`config.mk`:
```
export PLATFORM = sky130hd
export DESIGN_NAME = fdc_seek_ctrl
export DESIGN_NICKNAME = d
export VERILOG_FILES = /design/src/rtl/fdc_seek_ctrl.sv
export SDC_FILE = /design/constraint.sdc
export NUM_CORES = 1
export LEC_CHECK = 0
export BUFFER_PORTS_ARGS = -buffer_cell sky130_fd_sc_hd__buf_2
export CORE_MARGIN = 2
export CORE_UTILIZATION = 40
export CTS_CLUSTER_SIZE = 8
export DETAILED_ROUTE_END_ITERATION = 12
export MAX_ROUTING_LAYER = met4
export PLACE_DENSITY = 0.54
export SYNTH_ARGS = -nofsm -noshare
export SYNTH_HDL_FRONTEND = slang
export SYNTH_SLANG_ARGS = --single-unit
```
`constraint.sdc`:
```
create_clock -name clk -period 2.4 [get_ports clk]
set_input_delay 0.48 -clock clk [delete_from_list [all_inputs] [get_ports clk]]
set_output_delay 0.48 -clock clk [all_outputs]
set_load 0.005 [all_outputs]
```
`src/rtl/fdc_seek_ctrl.sv`:
```
`default_nettype none
// ============================================================================
//  Module   : fdc_seek_ctrl
//  Brief    : Type-I command sequencer (RESTORE / SEEK / STEP-IN / STEP-OUT)
//             for the virtual floppy drive. Handles motor spin-up, step pulse
//             generation, head-settle wait and idle motor shut-off driven by
//             index pulses.
//  Revision : 1.0 - initial release
// ============================================================================
module fdc_seek_ctrl #(
   parameter int unsigned STEP_PULSE_CYCLES = 4,
   parameter int unsigned MAX_STEPS         = 255,
   parameter logic [23:0] READY_TIMEOUT     = 24'hFFFFFF,
   parameter int unsigned MOTOR_OFF_INDEX   = 10
) (
   input  logic       clk,
   input  logic       reset_n,
   input  logic       cmd_valid_i,
   output logic       cmd_ready_o,
   input  logic [1:0] cmd_op_i,
   input  logic [7:0] cmd_target_i,
   input  logic [7:0] fd_track_i,
   input  logic       fd_ready_i,
   input  logic       fd_index_i,
   output logic       step_in_o,
   output logic       step_out_o,
   output logic       motor_on_o,
   output logic       busy_o,
   output logic       done_o,
   output logic       track0_o,
   output logic       seek_err_o,
   output logic       not_ready_o
);

   // Command opcodes
   localparam logic [1:0] c_op_restore  = 2'd0;
   localparam logic [1:0] c_op_seek     = 2'd1;
   localparam logic [1:0] c_op_step_in  = 2'd2;

   // Counter sizing
   localparam int unsigned c_pw = (STEP_PULSE_CYCLES > 1) ? $clog2(STEP_PULSE_CYCLES) : 1;
   localparam logic [c_pw-1:0] c_pulse_last = c_pw'(STEP_PULSE_CYCLES - 1);
   localparam int unsigned c_iw = $clog2(MOTOR_OFF_INDEX + 1);
   localparam logic [c_iw-1:0] c_idx_last = c_iw'(MOTOR_OFF_INDEX - 1);
   localparam logic [7:0] c_max_steps = 8'(MAX_STEPS);

   typedef enum logic [2:0] {
      S_IDLE    = 3'd0,
      S_SPINUP  = 3'd1,
      S_COMPARE = 3'd2,
      S_PULSE   = 3'd3,
      S_SETTLE  = 3'd4,
      S_DONE    = 3'd5
   } state_t;

   state_t           state_q,      state_d;
   logic [1:0]       op_q,         op_d;
   logic [7:0]       target_q,     target_d;
   logic             dir_out_q,    dir_out_d;
   logic [7:0]       step_cnt_q,   step_cnt_d;
   logic [23:0]      tmo_q,        tmo_d;
   logic [c_pw-1:0]  pulse_cnt_q,  pulse_cnt_d;
   logic             dwell_q,      dwell_d;
   logic             armed_q,      armed_d;
   logic             stepped_q,    stepped_d;
   logic             motor_q,      motor_d;
   logic             seek_err_q,   seek_err_d;
   logic             not_ready_q,  not_ready_d;
   logic [c_iw-1:0]  idx_cnt_q,    idx_cnt_d;
   logic             idx_sync_q;
   logic             idx_prev_q;
   logic             track0_q;

   logic             cmp_done;
   logic             cmp_out;
   logic             idx_fall;

   // Index falling edge seen after the synchronizer stage
   assign idx_fall = idx_prev_q & ~idx_sync_q;

   // Index synchronizer and previous-value register, both idle high
   always_ff @(posedge clk or negedge reset_n) begin
      if (!reset_n) begin
         idx_sync_q <= 1'b1;
         idx_prev_q <= 1'b1;
      end else begin
         idx_sync_q <= fd_index_i;
         idx_prev_q <= idx_sync_q;
      end
   end

   // Track-zero flag follows the drive track every cycle
   always_ff @(posedge clk or negedge reset_n) begin
      if (!reset_n) begin
         track0_q <= 1'b0;
      end else begin
         track0_q <= (fd_track_i == 8'd0);
      end
   end

   // Decide whether the latched command is finished and which way to step
   always_comb begin
      cmp_done = 1'b0;
      cmp_out  = 1'b0;
      case (op_q)
         c_op_restore: begin
            cmp_done = (fd_track_i == 8'd0);
            cmp_out  = 1'b0;
         end
         c_op_seek: begin
            cmp_done = (target_q == fd_track_i);
            cmp_out  = (target_q > fd_track_i);
         end
         c_op_step_in: begin
            cmp_done = stepped_q;
            cmp_out  = 1'b0;
         end
         default: begin
            cmp_done = stepped_q;
            cmp_out  = 1'b1;
         end
      endcase
   end

   // State and datapath registers
   always_ff @(posedge clk or negedge reset_n) begin
      if (!reset_n) begin
         state_q     <= S_IDLE;
         op_q        <= 2'd0;
         target_q    <= 8'd0;
         dir_out_q   <= 1'b0;
         step_cnt_q  <= 8'd0;
         tmo_q       <= 24'd0;
         pulse_cnt_q <= '0;
         dwell_q     <= 1'b0;
         armed_q     <= 1'b0;
         stepped_q   <= 1'b0;
         motor_q     <= 1'b0;
         seek_err_q  <= 1'b0;
         not_ready_q <= 1'b0;
         idx_cnt_q   <= '0;
      end else begin
         state_q     <= state_d;
         op_q        <= op_d;
         target_q    <= target_d;
         dir_out_q   <= dir_out_d;
         step_cnt_q  <= step_cnt_d;
         tmo_q       <= tmo_d;
         pulse_cnt_q <= pulse_cnt_d;
         dwell_q     <= dwell_d;
         armed_q     <= armed_d;
         stepped_q   <= stepped_d;
         motor_q     <= motor_d;
         seek_err_q  <= seek_err_d;
         not_ready_q <= not_ready_d;
         idx_cnt_q   <= idx_cnt_d;
      end
   end

   // Next-state logic for the command sequencer and idle motor timer
   always_comb begin
      state_d     = state_q;
      op_d        = op_q;
      target_d    = target_q;
      dir_out_d   = dir_out_q;
      step_cnt_d  = step_cnt_q;
      tmo_d       = tmo_q;
      pulse_cnt_d = pulse_cnt_q;
      dwell_d     = dwell_q;
      armed_d     = armed_q;
      stepped_d   = stepped_q;
      motor_d     = motor_q;
      seek_err_d  = seek_err_q;
      not_ready_d = not_ready_q;
      idx_cnt_d   = idx_cnt_q;

      case (state_q)
         S_IDLE: begin
            if (cmd_valid_i) begin
               op_d        = cmd_op_i;
               target_d    = cmd_target_i;
               seek_err_d  = 1'b0;
               not_ready_d = 1'b0;
               motor_d     = 1'b1;
               step_cnt_d  = 8'd0;
               tmo_d       = 24'd0;
               stepped_d   = 1'b0;
               idx_cnt_d   = '0;
               state_d     = S_SPINUP;
            end else if (idx_fall && motor_q) begin
               // Count index revolutions while idle; shut the spindle off
               // once enough have passed without a new command.
               if (idx_cnt_q == c_idx_last) begin
                  motor_d   = 1'b0;
                  idx_cnt_d = '0;
               end else begin
                  idx_cnt_d = idx_cnt_q + 1'b1;
               end
            end
         end

         S_SPINUP: begin
            if (fd_ready_i) begin
               state_d = S_COMPARE;
            end else if (tmo_q == READY_TIMEOUT) begin
               not_ready_d = 1'b1;
               state_d     = S_DONE;
            end else begin
               tmo_d = tmo_q + 24'd1;
            end
         end

         S_COMPARE: begin
            if (cmp_done) begin
               state_d = S_DONE;
            end else if (step_cnt_q == c_max_steps) begin
               // Head never reached the target (e.g. track saturated)
               seek_err_d = 1'b1;
               state_d    = S_DONE;
            end else begin
               dir_out_d   = cmp_out;
               pulse_cnt_d = '0;
               state_d     = S_PULSE;
            end
         end

         S_PULSE: begin
            if (pulse_cnt_q == c_pulse_last) begin
               step_cnt_d  = (step_cnt_q == 8'hFF) ? 8'hFF : step_cnt_q + 8'd1;
               tmo_d       = 24'd0;
               stepped_d   = 1'b1;
               dwell_d     = 1'b0;
               armed_d     = 1'b0;
               state_d     = S_SETTLE;
            end else begin
               pulse_cnt_d = pulse_cnt_q + 1'b1;
            end
         end

         S_SETTLE: begin
            // Only trust ready once the drive has shown not-ready, or after
            // a two-cycle dwell, so a stale ready level is not taken as settled.
            if (armed_q && fd_ready_i) begin
               state_d = S_COMPARE;
            end else begin
               if (!fd_ready_i || dwell_q) begin
                  armed_d = 1'b1;
               end
               dwell_d = 1'b1;
               if (tmo_q == READY_TIMEOUT) begin
                  not_ready_d = 1'b1;
                  state_d     = S_DONE;
               end else begin
                  tmo_d = tmo_q + 24'd1;
               end
            end
         end

         S_DONE: begin
            state_d = S_IDLE;
         end

         default: begin
            state_d = S_IDLE;
         end
      endcase
   end

   // Output decode; step lines are only ever active in PULSE, one at a time
   assign step_in_o   = (state_q == S_PULSE) && !dir_out_q;
   assign step_out_o  = (state_q == S_PULSE) &&  dir_out_q;
   assign cmd_ready_o = (state_q == S_IDLE);
   assign busy_o      = (state_q != S_IDLE);
   assign done_o      = (state_q == S_DONE);
   assign motor_on_o  = motor_q;
   assign track0_o    = track0_q;
   assign seek_err_o  = seek_err_q;
   assign not_ready_o = not_ready_q;

endmodule
`default_nettype wire
```
Yosys cells after proc, flatten, opt, wreduce, memory -nomap -nowiden
Index checks and enable logic that the tools add are counted.

word-level totals
  register bits = 61
  bits of input ports = 23
  output and inout port bits = 9

cells by class
  $add $sub $neg = 4
  order comparisons = 1
  equal/unequal tests = 21
  muxes and demuxes = 46
  bitwise gates (word level) = 4
  reductions and logical operators = 32

operator list
  cell                                                  count
  2-to-1 mux 24 bit                                     5
  case mux 24 bit (4 select lines)                      1
  adder 24 x 1 -> 24 bit (second input constant)        1
  equality test 24 bit (second input constant)          1
  2-to-1 mux 8 bit                                      3
  2-to-1 mux 3 bit                                      7
  != test 2 bit (second input constant)                 9
  case mux 8 bit (2 select lines)                       1
  AND reduction 4 bit                                   4
  case mux 3 bit (5 select lines)                       1
  2-to-1 mux 1 bit                                      14
  2-to-1 mux 4 bit                                      3
  case mux 1 bit (2 select lines)                       6
  AND reduction 3 bit                                   4
  nonzero test 2 bit                                    6
  adder 8 x 1 -> 8 bit (second input constant)          1
  equality test 8 bit                                   1
  equality test 8 bit (second input constant)           1
  greater-than comparator 8 bit                         1
  logical NOT 8 bit                                     1
  equality test 3 x 2 -> 1 bit (second input constant)  2
  equality test 3 bit (second input constant)           2
  2-to-1 mux 2 bit                                      3
  AND reduction 2 bit                                   3
  19 further kinds                                      27

Logic depth before layout (Yosys ltp)
Gate-level depths: netlist (run 1).

  depth after elaboration = 5
  depth in mapped cells = 9
  gate-level depth less buffers = 7

Worst setup path before layout (run 1)
OpenSTA, ideal clock, no wires.

  path type = input port to flip-flop
  start point = in fd_track_i[5]
  end point = reg pulse_cnt_q[0]
  arrival = 1.875 ns
  path slack = 0.401 ns
  stages = 7
  cell sequence = inv_1 -> ha_1 -> nand4_1 -> nor4_1 -> or4b_1 -> o21a_1 -> mux2_2

between the ends
  longest elaborated chain between the ends = 4

RTL lines
  what                                                             RTL line  source
  from (decl)                                                      22        input logic [7:0] fd_track_i,
  equality test 8 bit / logical NOT 8 bit (equally long branches)  111, 107
  case mux 1 bit (2 select lines) *                                105       case (op_q)
  != test 2 bit (no line) *                                        -
  AND reduction 4 bit (no line) *                                  -
  to (signal assigned)                                             149       pulse_cnt_q <= pulse_cnt_d;
  to (decl)                                                        62        logic [c_pw-1:0] pulse_cnt_q, pulse_cnt_d;

Every way passes the cells marked *; elsewhere a longest branch is shown, timed or not.
A chain may end at the register's enable or synchronous reset.

Worst setup path in the final report (run 1)
  start point = reg state_q[0]
  end point = out step_in_o

between the ends
  longest elaborated chain between the ends = 2

RTL lines
  what                          RTL line  source
  from (decl)                   56        state_t state_q, state_d;
  from (signal assigned)        143       state_q <= state_d;
  equality test 3 x 2 -> 1 bit  270       assign step_in_o = (state_q == S_PULSE) && !dir_out_q;
  logical AND 1 bit             270
  to (decl)                     25        output logic step_in_o,

No other way between the ends.

==> results of run 1 <==
-- layer usage --
layer | up-vias | track usage, % | wire length [um] | part of all wire [%]
met5 | - | - | 0 | 0
met4 | 0 | 7.05 | 106 | 1.4
met3 | 7 | 3.29 | 251 | 3.2
met2 | 55 | 28.4 | 3650 | 47
met1 | 1433 | 24.3 | 3820 | 49
li1 | 1508 | - | - | -
-- cell usage in the layout, fill, tap and decap left out, types with 2 or more instances in the layout --
master	n
nor3_1	4
clkbuf_8	10
o22ai_1	2
inv_1	19
buf_2	31
a2111oi_0	2
nand3_1	23
o41ai_1	2
a21oi_1	26
buf_4	18
clkinv_2	4
or4_1	10
o21a_1	3
nand2_1	33
a22o_1	2
or3_1	5
nor2_1	21
o211ai_1	2
buf_12	2
and3_1	9
ha_1	13
and2_0	2
and4_1	4
o31ai_1	11
nor4_1	3
o21ai_0	26
dfstp_2	2
nor2b_1	5
a21oi_2	6
a31oi_1	7
and2_1	4
a21o_1	3
nor3b_1	2
nand4_1	12
nand2b_1	5
and3b_1	2
dfrtp_1	59
mux2_2	10
-- layout make-up --
cell class | instances | area (um2) | area share [%]
multi-input cells | 283 | 1840 | 45.2
clock buffers | 10 | 138 | 3.38
inverters | 19 | 71.3 | 1.75
flip-flops and latches | 61 | 1530 | 37.6
repair buffers | 51 | 330 | 8.11
clock inverters | 5 | 27.5 | 0.676
well taps | 108 | 135 | 3.32
-- critical path: cells and delay by family (launching register included) --
kind | cells | cell delay, ns
buffers and inverters | 1 | 0.13
flip-flops | 1 | 0.48
AND/OR/NAND/NOR | 3 | 0.74
-- power by group through the flow --
stage / combinational (mW) / clock (mW) / sequential [mW]
after floorplan: 1.18 / 0 / 1.35
after global placement: 1.71 / 0 / 1.42
after detailed placement: 1.75 / 0 / 1.42
after CTS: 1.75 / 0.823 / 1.40
after global routing: 1.95 / 0.882 / 1.44
final: 1.73 / 0.797 / 1.40
-- synth_stat cells, drive strengths merged (2+ instances only) --
| library cell | n | area [um2] |
|---|---|---|
| a2111oi | 2 | 17.5 |
| a21o | 3 | 22.5 |
| a21oi | 32 | 183 |
| a22o | 2 | 17.5 |
| a31oi | 7 | 43.8 |
| and2 | 6 | 37.5 |
| and3 | 9 | 56.3 |
| and3b | 2 | 17.5 |
| and4 | 4 | 35.0 |
| buf | 8 | 46.3 |
| clkbuf | 8 | 30.0 |
| dfrtp | 59 | 1480 |
| dfstp | 2 | 52.6 |
| ha | 13 | 163 |
| inv | 19 | 71.3 |
| mux2 | 10 | 113 |
| nand2 | 34 | 130 |
| nand2b | 5 | 31.3 |
| nand3 | 23 | 115 |
| nand4 | 12 | 75.1 |
| nor2 | 21 | 78.8 |
| nor2b | 5 | 31.3 |
| nor3 | 5 | 30.0 |
| nor3b | 3 | 27.5 |
| nor4 | 5 | 52.6 |
| o211ai | 3 | 27.5 |
| o21a | 3 | 22.5 |
| o21ai | 27 | 135 |
| o22ai | 2 | 12.5 |
| o31ai | 11 | 82.6 |
| o41ai | 2 | 17.5 |
| or3 | 6 | 42.5 |
| or4 | 10 | 75.1 |
-- flip-flops by register name, summed over array words and instances, names as in the netlist --
register and count:
tmo_q 24, step_cnt_q 8, target_q 8, idx_cnt_q 4, state_q 3, op_q 2, pulse_cnt_q 2, armed_q 1
dir_out_q 1, dwell_q 1, idx_prev_q 1, idx_sync_q 1, motor_on_o 1, not_ready_o 1, seek_err_o 1, stepped_q 1
track0_o 1
-- logic make-up (layout without fill, tap and decap cells) --
logic type,Yosys count,count (layout),synth area share [%]
xor gates and xnor gates,1,1,0.249
DFF,61,61,43.5
and+or+nand+nor,151,151,24.0
muxes,11,11,3.49
AOI/OAI and AO/OA,107,107,19.9
buffers and inverters,35,85,4.20
adders and majority gates,13,13,4.62
-- how the worst min path moves through the flow --
stage | endpoint | slack (ns) | cells after the start
finish | tmo_q[4] | 0.13 | 1
floorplan | armed_q | 0.18 | 0
CTS | tmo_q[3] | 0.14 | 1
detailed placement | idx_prev_q | 0.35 | 0
global placement | idx_prev_q | 0.35 | 0
global route | idx_cnt_q[1] | 0.17 | 1
-- per-stage QoR --
stage	utilization [%]	hold WS [ns]	worst slack, ns	cells
floorplan	-	0.184	0.401	379
global placement	45.2	0.353	0.233	522
detailed placement	45.2	0.355	0.178	522
CTS	47.1	0.141	0.218	537
global route	47.1	0.166	0.0539	537
finish	47.1	0.127	0.246	537
==> impl_results.md, run 1 <==
- Slew margin rel.: 60.7%
- Fin area: 4070 um2
- Setup Buffers After CTS: 0
- Ys async rst share: 100%
- Starting Density: roughly two fifths
- Port bufs: 31
- Clk slew on worst S/H paths: 0.07 ns
- Iteration-0 DRC Markers: around 140
- Ports: 32
- Comb power frac: 44.0%
- Post-CTS sizing: 0
- Sw frac: 40.2%
- Primary FF master, synth: dfrtp_1
- Syn avg cell area: 9.28 um2
- Largest stage delay, worst path: 0.48 ns
- Critical path class: register to output pin
- Clk sink count: 61
- Count of pins over their slew limit: 0
- Core area: about 8600 um2
- Hold Path Class: input pin to asynchronous set/reset pin
- Worst-path fanout max: 7
- Max Buffers Root-to-Sink: 2
- Die area: 9560 um2
- CP startpoint: state_q[0]
- Net switching power: 1.58 mW
- Share of layout cells above drive strength 1: 21.7%
- Final Net Count: ~460
- Tcrit/Tclk final: 89.7%
- Pwr/cell area: 965 nW/um2
- Max Clock Skew: just under 0.01 ns
- GPL Wtd Cong: 0.816
- Area delta synth->final: 15.8%
- Vias in the first global route: 2870
- Root Driver: clkbuf_8
- Startpoint types: register
- Detailed-route wire length per cell: between 10 and 15 um
- FF-to-FF path depth: 6
- Slowest cell on crit path: dfrtp_1
- Seq/Total Area, Yosys: 43.5%
- Synth Warn #: 0
- Yosys cell types: 60
- Reg2Reg Launch Point: tmo_q[4]
- # rows: 34
- Leakage power: approximately 1.8 nW
- Peak VDD IR: ~0.55 mV
- N_diodes: 0
- Data arrival, critical path: 1.67 ns
- Min cycle time layout: between 2 and 2.5 ns
- DR pass1 iterations: 4
- ANT nets after route: 0
- Setup TNS: 0 ns
- Critical Path RT: between 1.5 and 2 ns
- Hpwl dp: 5700 um
- Max Fclk: 464 MHz
- Mapped Nets: 415
- Worst R2R Setup Slack: ~0.3 ns
- Gr ovfl total: 0
- Vias/cell: 5.59
- Status: complete, no violations
- Worst path cell trace: nor2b_1, nand2_1, nor2_1, buf_2
- Pint: approximately 2.3 mW
- Final WL: 7820 um
- Initial antenna violation count: 0
- CP endpoint kind: output pin
- Setup crit end: step_in_o
- DR vias: 3003
- Hold Fails Final Rpt: 0
- TritonCTS buffer count: 9
- Post-Syn Instances: 379
- Tightest Pin Transition: 0.586 ns
- Overall power: 3.93 mW
- Chip width: a little under 100 um
- Reg2reg end: tmo_q[9]
- First-pass GRT wire length: 13800 um
- Placed Instance Area: 3910 um2
- Clock share of power: ~20%
- Endpoints failing setup: 0
- TritonCTS clock tree: built
- Clock Latency Late Sink: between 0.3 and 0.4 ns
- Syn Std Cell Area: 3520 um2
- Sequential share of power: 35.7%
- Largest net degree at the start of global routing: 39
- Gr usage total: 18.4%
- Die Height: between 90 and 100 um
- Hold Buf Count CTS: 0
- # DRC: 0
- H-tree levels: 3
- Max-cap viol count: 0
- RSZ-0062 raised after global routing: false
- Post-synth EDFFs: 0
- Fill count: 830
- Yosys reg bits: 61
No activity file was read; power rests on OpenSTA's default activity.
==> run 2: changes to the inputs <==
- REMOVE_ABC_BUFFERS: default -> 1
==> impl_results.md, run 2 (synthesis gave the netlist of run 1 again) <==
- Vias in the first global route: 3009
- Hold Fails Final Rpt: 0
- # DRC: 0
- Max Fclk: between 400 and 500 MHz
- Worst R2R Setup Slack: 0.32 ns
- Largest regs: tmo_q (24), step_cnt_q (8), target_q (8)
- Min cycle time layout: 2.08 ns
- Number of flip-flops in the largest register: 24
- Initial antenna violation count: 0
- Slowest cell on crit path: nor4_2
- TritonCTS buffer count: 9
- Hold Path Class: input pin to asynchronous set/reset pin
- Final WL: 8100 um
- DR pass1 iterations: 4
- Root Driver: clkbuf_8
- TritonCTS clock tree: built
- Fill count: 834
- Hold Buf Count CTS: 0
- Net switching power: 1.57 mW
- CP endpoint kind: register
- Reg with most FFs: tmo_q
- Worst-path fanout max: 8
- Largest net degree at the start of global routing: 25
- Tcrit/Tclk final: 86.8%
- Worst path cell trace: buf_4, xor2_1, nand2_1, buf_4, nor4_2, or4_1, a21oi_1
- Vias/cell: around 5.6
- Endpoints failing setup: 0
- Largest stage delay, worst path: approximately 0.48 ns
- Clk slew on worst S/H paths: 0.08 ns
- DR vias: 3044
- Data arrival, critical path: 2.32 ns
- Critical path class: register to register
- Share of layout cells above drive strength 1: 21.8%
- Post-CTS sizing: 0
- Max-cap viol count: 0
- Ports: 32
- Pwr/cell area: 984 nW/um2
- Chip width: 97.8 um
- Reg2reg end: tmo_q[6]
- Setup TNS: 0 ns
- Iteration-0 DRC Markers: 115
- First-pass GRT wire length: 14400 um
- Detailed-route wire length per cell: around 15 um
- Most frequent cells in the layout: dfrtp_1, nand2_1, buf_2, a21oi_1, o21ai_0
- Sequential share of power: 34.8%
- Pint: about 2.5 mW
- Startpoint types: register
- Count of pins over their slew limit: 0
- ANT nets after route: 0
- Status: complete, no violations
- Clk sink count: 61
- Clock share of power: 23.3%
- Core area: between 8000 and 9000 um2
- Setup Buffers After CTS: 0
- Starting Density: between 40% and 50%
- Tightest Pin Transition: 0.539 ns
- Gr ovfl total: 0
- Peak VDD IR: 0.598 mV
- Overall power: slightly above 4 mW
- Final Net Count: 462
- H-tree levels: 3
- GPL Wtd Cong: 0.836
- RSZ-0062 raised after global routing: false
- Critical Path RT: approximately 2.6 ns
- Clock Latency Late Sink: around 0.35 ns
- Gr usage total: 18.9%
- Max Buffers Root-to-Sink: 2
- Area delta synth->final: 16.3%
- Die Height: 97.8 um
- Port bufs: 31
- Sw frac: 39.0%
- FF-to-FF path depth: 7
- Die area: 9560 um2
- Hpwl dp: 5900 um
- Reg2Reg Launch Point: state_q[2]
- # rows: 34
- CP dominant cell by count: buf_4
- N_diodes: 0
- Leakage power: 1.82 nW
- Max Clock Skew: 0.0157 ns
- Comb power frac: 41.9%
- Most common cell after layout, fill and taps aside: dfrtp_1
- Slew margin rel.: between 60% and 70%
==> run 2: cell types whose count changed in the layout (fill, tap and decap cells not counted) <==
cell | previous run | this run
bufinv_16 | 0 | 1
clkinv_2 | 4 | 2
buf_12 | 2 | 0
clkbuf_1 | 0 | 1
buf_4 | 18 | 21
clkbuf_8 | 10 | 11
==> run 2: final cells by class <==
class	count	area [um2]	share of cell area [%]
sequential	61	1530	37.4
timing repair buffer	52	313	7.65
inverter	19	71.3	1.74
tap	108	135	3.30
multi-input combinational	283	1840	45.0
clock buffer	12	155	3.79
clock inverter	4	47.5	1.16
==> run 2: routing by layer <==
| layer | global-route usage [%] | share of wire (%) |
|---|---|---|
| met1 | 24.1 | 48 |
| met2 | 30.0 | 47 |
| met3 | 3.87 | 3.9 |
| met4 | 6.94 | 1.3 |
| met5 | - | 0 |
==> run 2: critical path, delay by kind of cell (launching register included) <==
kind                      cells  cell delay, ns
AOI/OAI and AO/OA             1            0.06
DFF                           1            0.47
xor gates and xnor gates      1            0.22
and+or+nand+nor               3            0.83
buffers and inverters         2            0.40
==> run 2: stage by stage <==
| step | instance area (um2) | std cells | hold slack (ns) | setup slack (ns) | utilization (%) |
|---|---|---|---|---|---|
| finish | 4090 | 539 | 0.0743 | 0.317 | 47.4 |
| global route | 4090 | 539 | 0.0925 | 0.162 | 47.4 |
| CTS | 4090 | 539 | 0.0772 | 0.322 | 47.4 |
| detailed placement | 3890 | 523 | 0.357 | 0.196 | 45.0 |
| global placement | 3890 | 523 | 0.355 | 0.237 | 45.0 |
| floorplan | 3440 | 363 | 0.184 | 0.237 | - |
==> run 2: power by group through the flow <==
| stage | registers, mW | logic [mW] | clock network, mW |
|---|---|---|---|
| after CTS | 1.40 | 1.71 | 0.973 |
| after global routing | 1.44 | 1.91 | 1.03 |
| final | 1.40 | 1.69 | 0.940 |
| after floorplan | 1.41 | 1.04 | 0 |
| after global placement | 1.42 | 1.67 | 0 |
| after detailed placement | 1.42 | 1.70 | 0 |
==> run 2: how the worst max path moves through the flow <==
stage                  start              to  slack [ns]  depth (start not counted)
6_report          state_q[2]        tmo_q[6]        0.32                          7
5_1_grt             tmo_q[4]       tmo_q[21]        0.16                          5
4_1_cts           state_q[2]        tmo_q[6]        0.32                          7
3_5_place_dp   fd_track_i[5]  pulse_cnt_q[0]        0.20                          8
3_3_place_gp   fd_track_i[5]  pulse_cnt_q[0]        0.24                          8
2_1_floorplan     state_q[0]       tmo_q[22]        0.24                          5
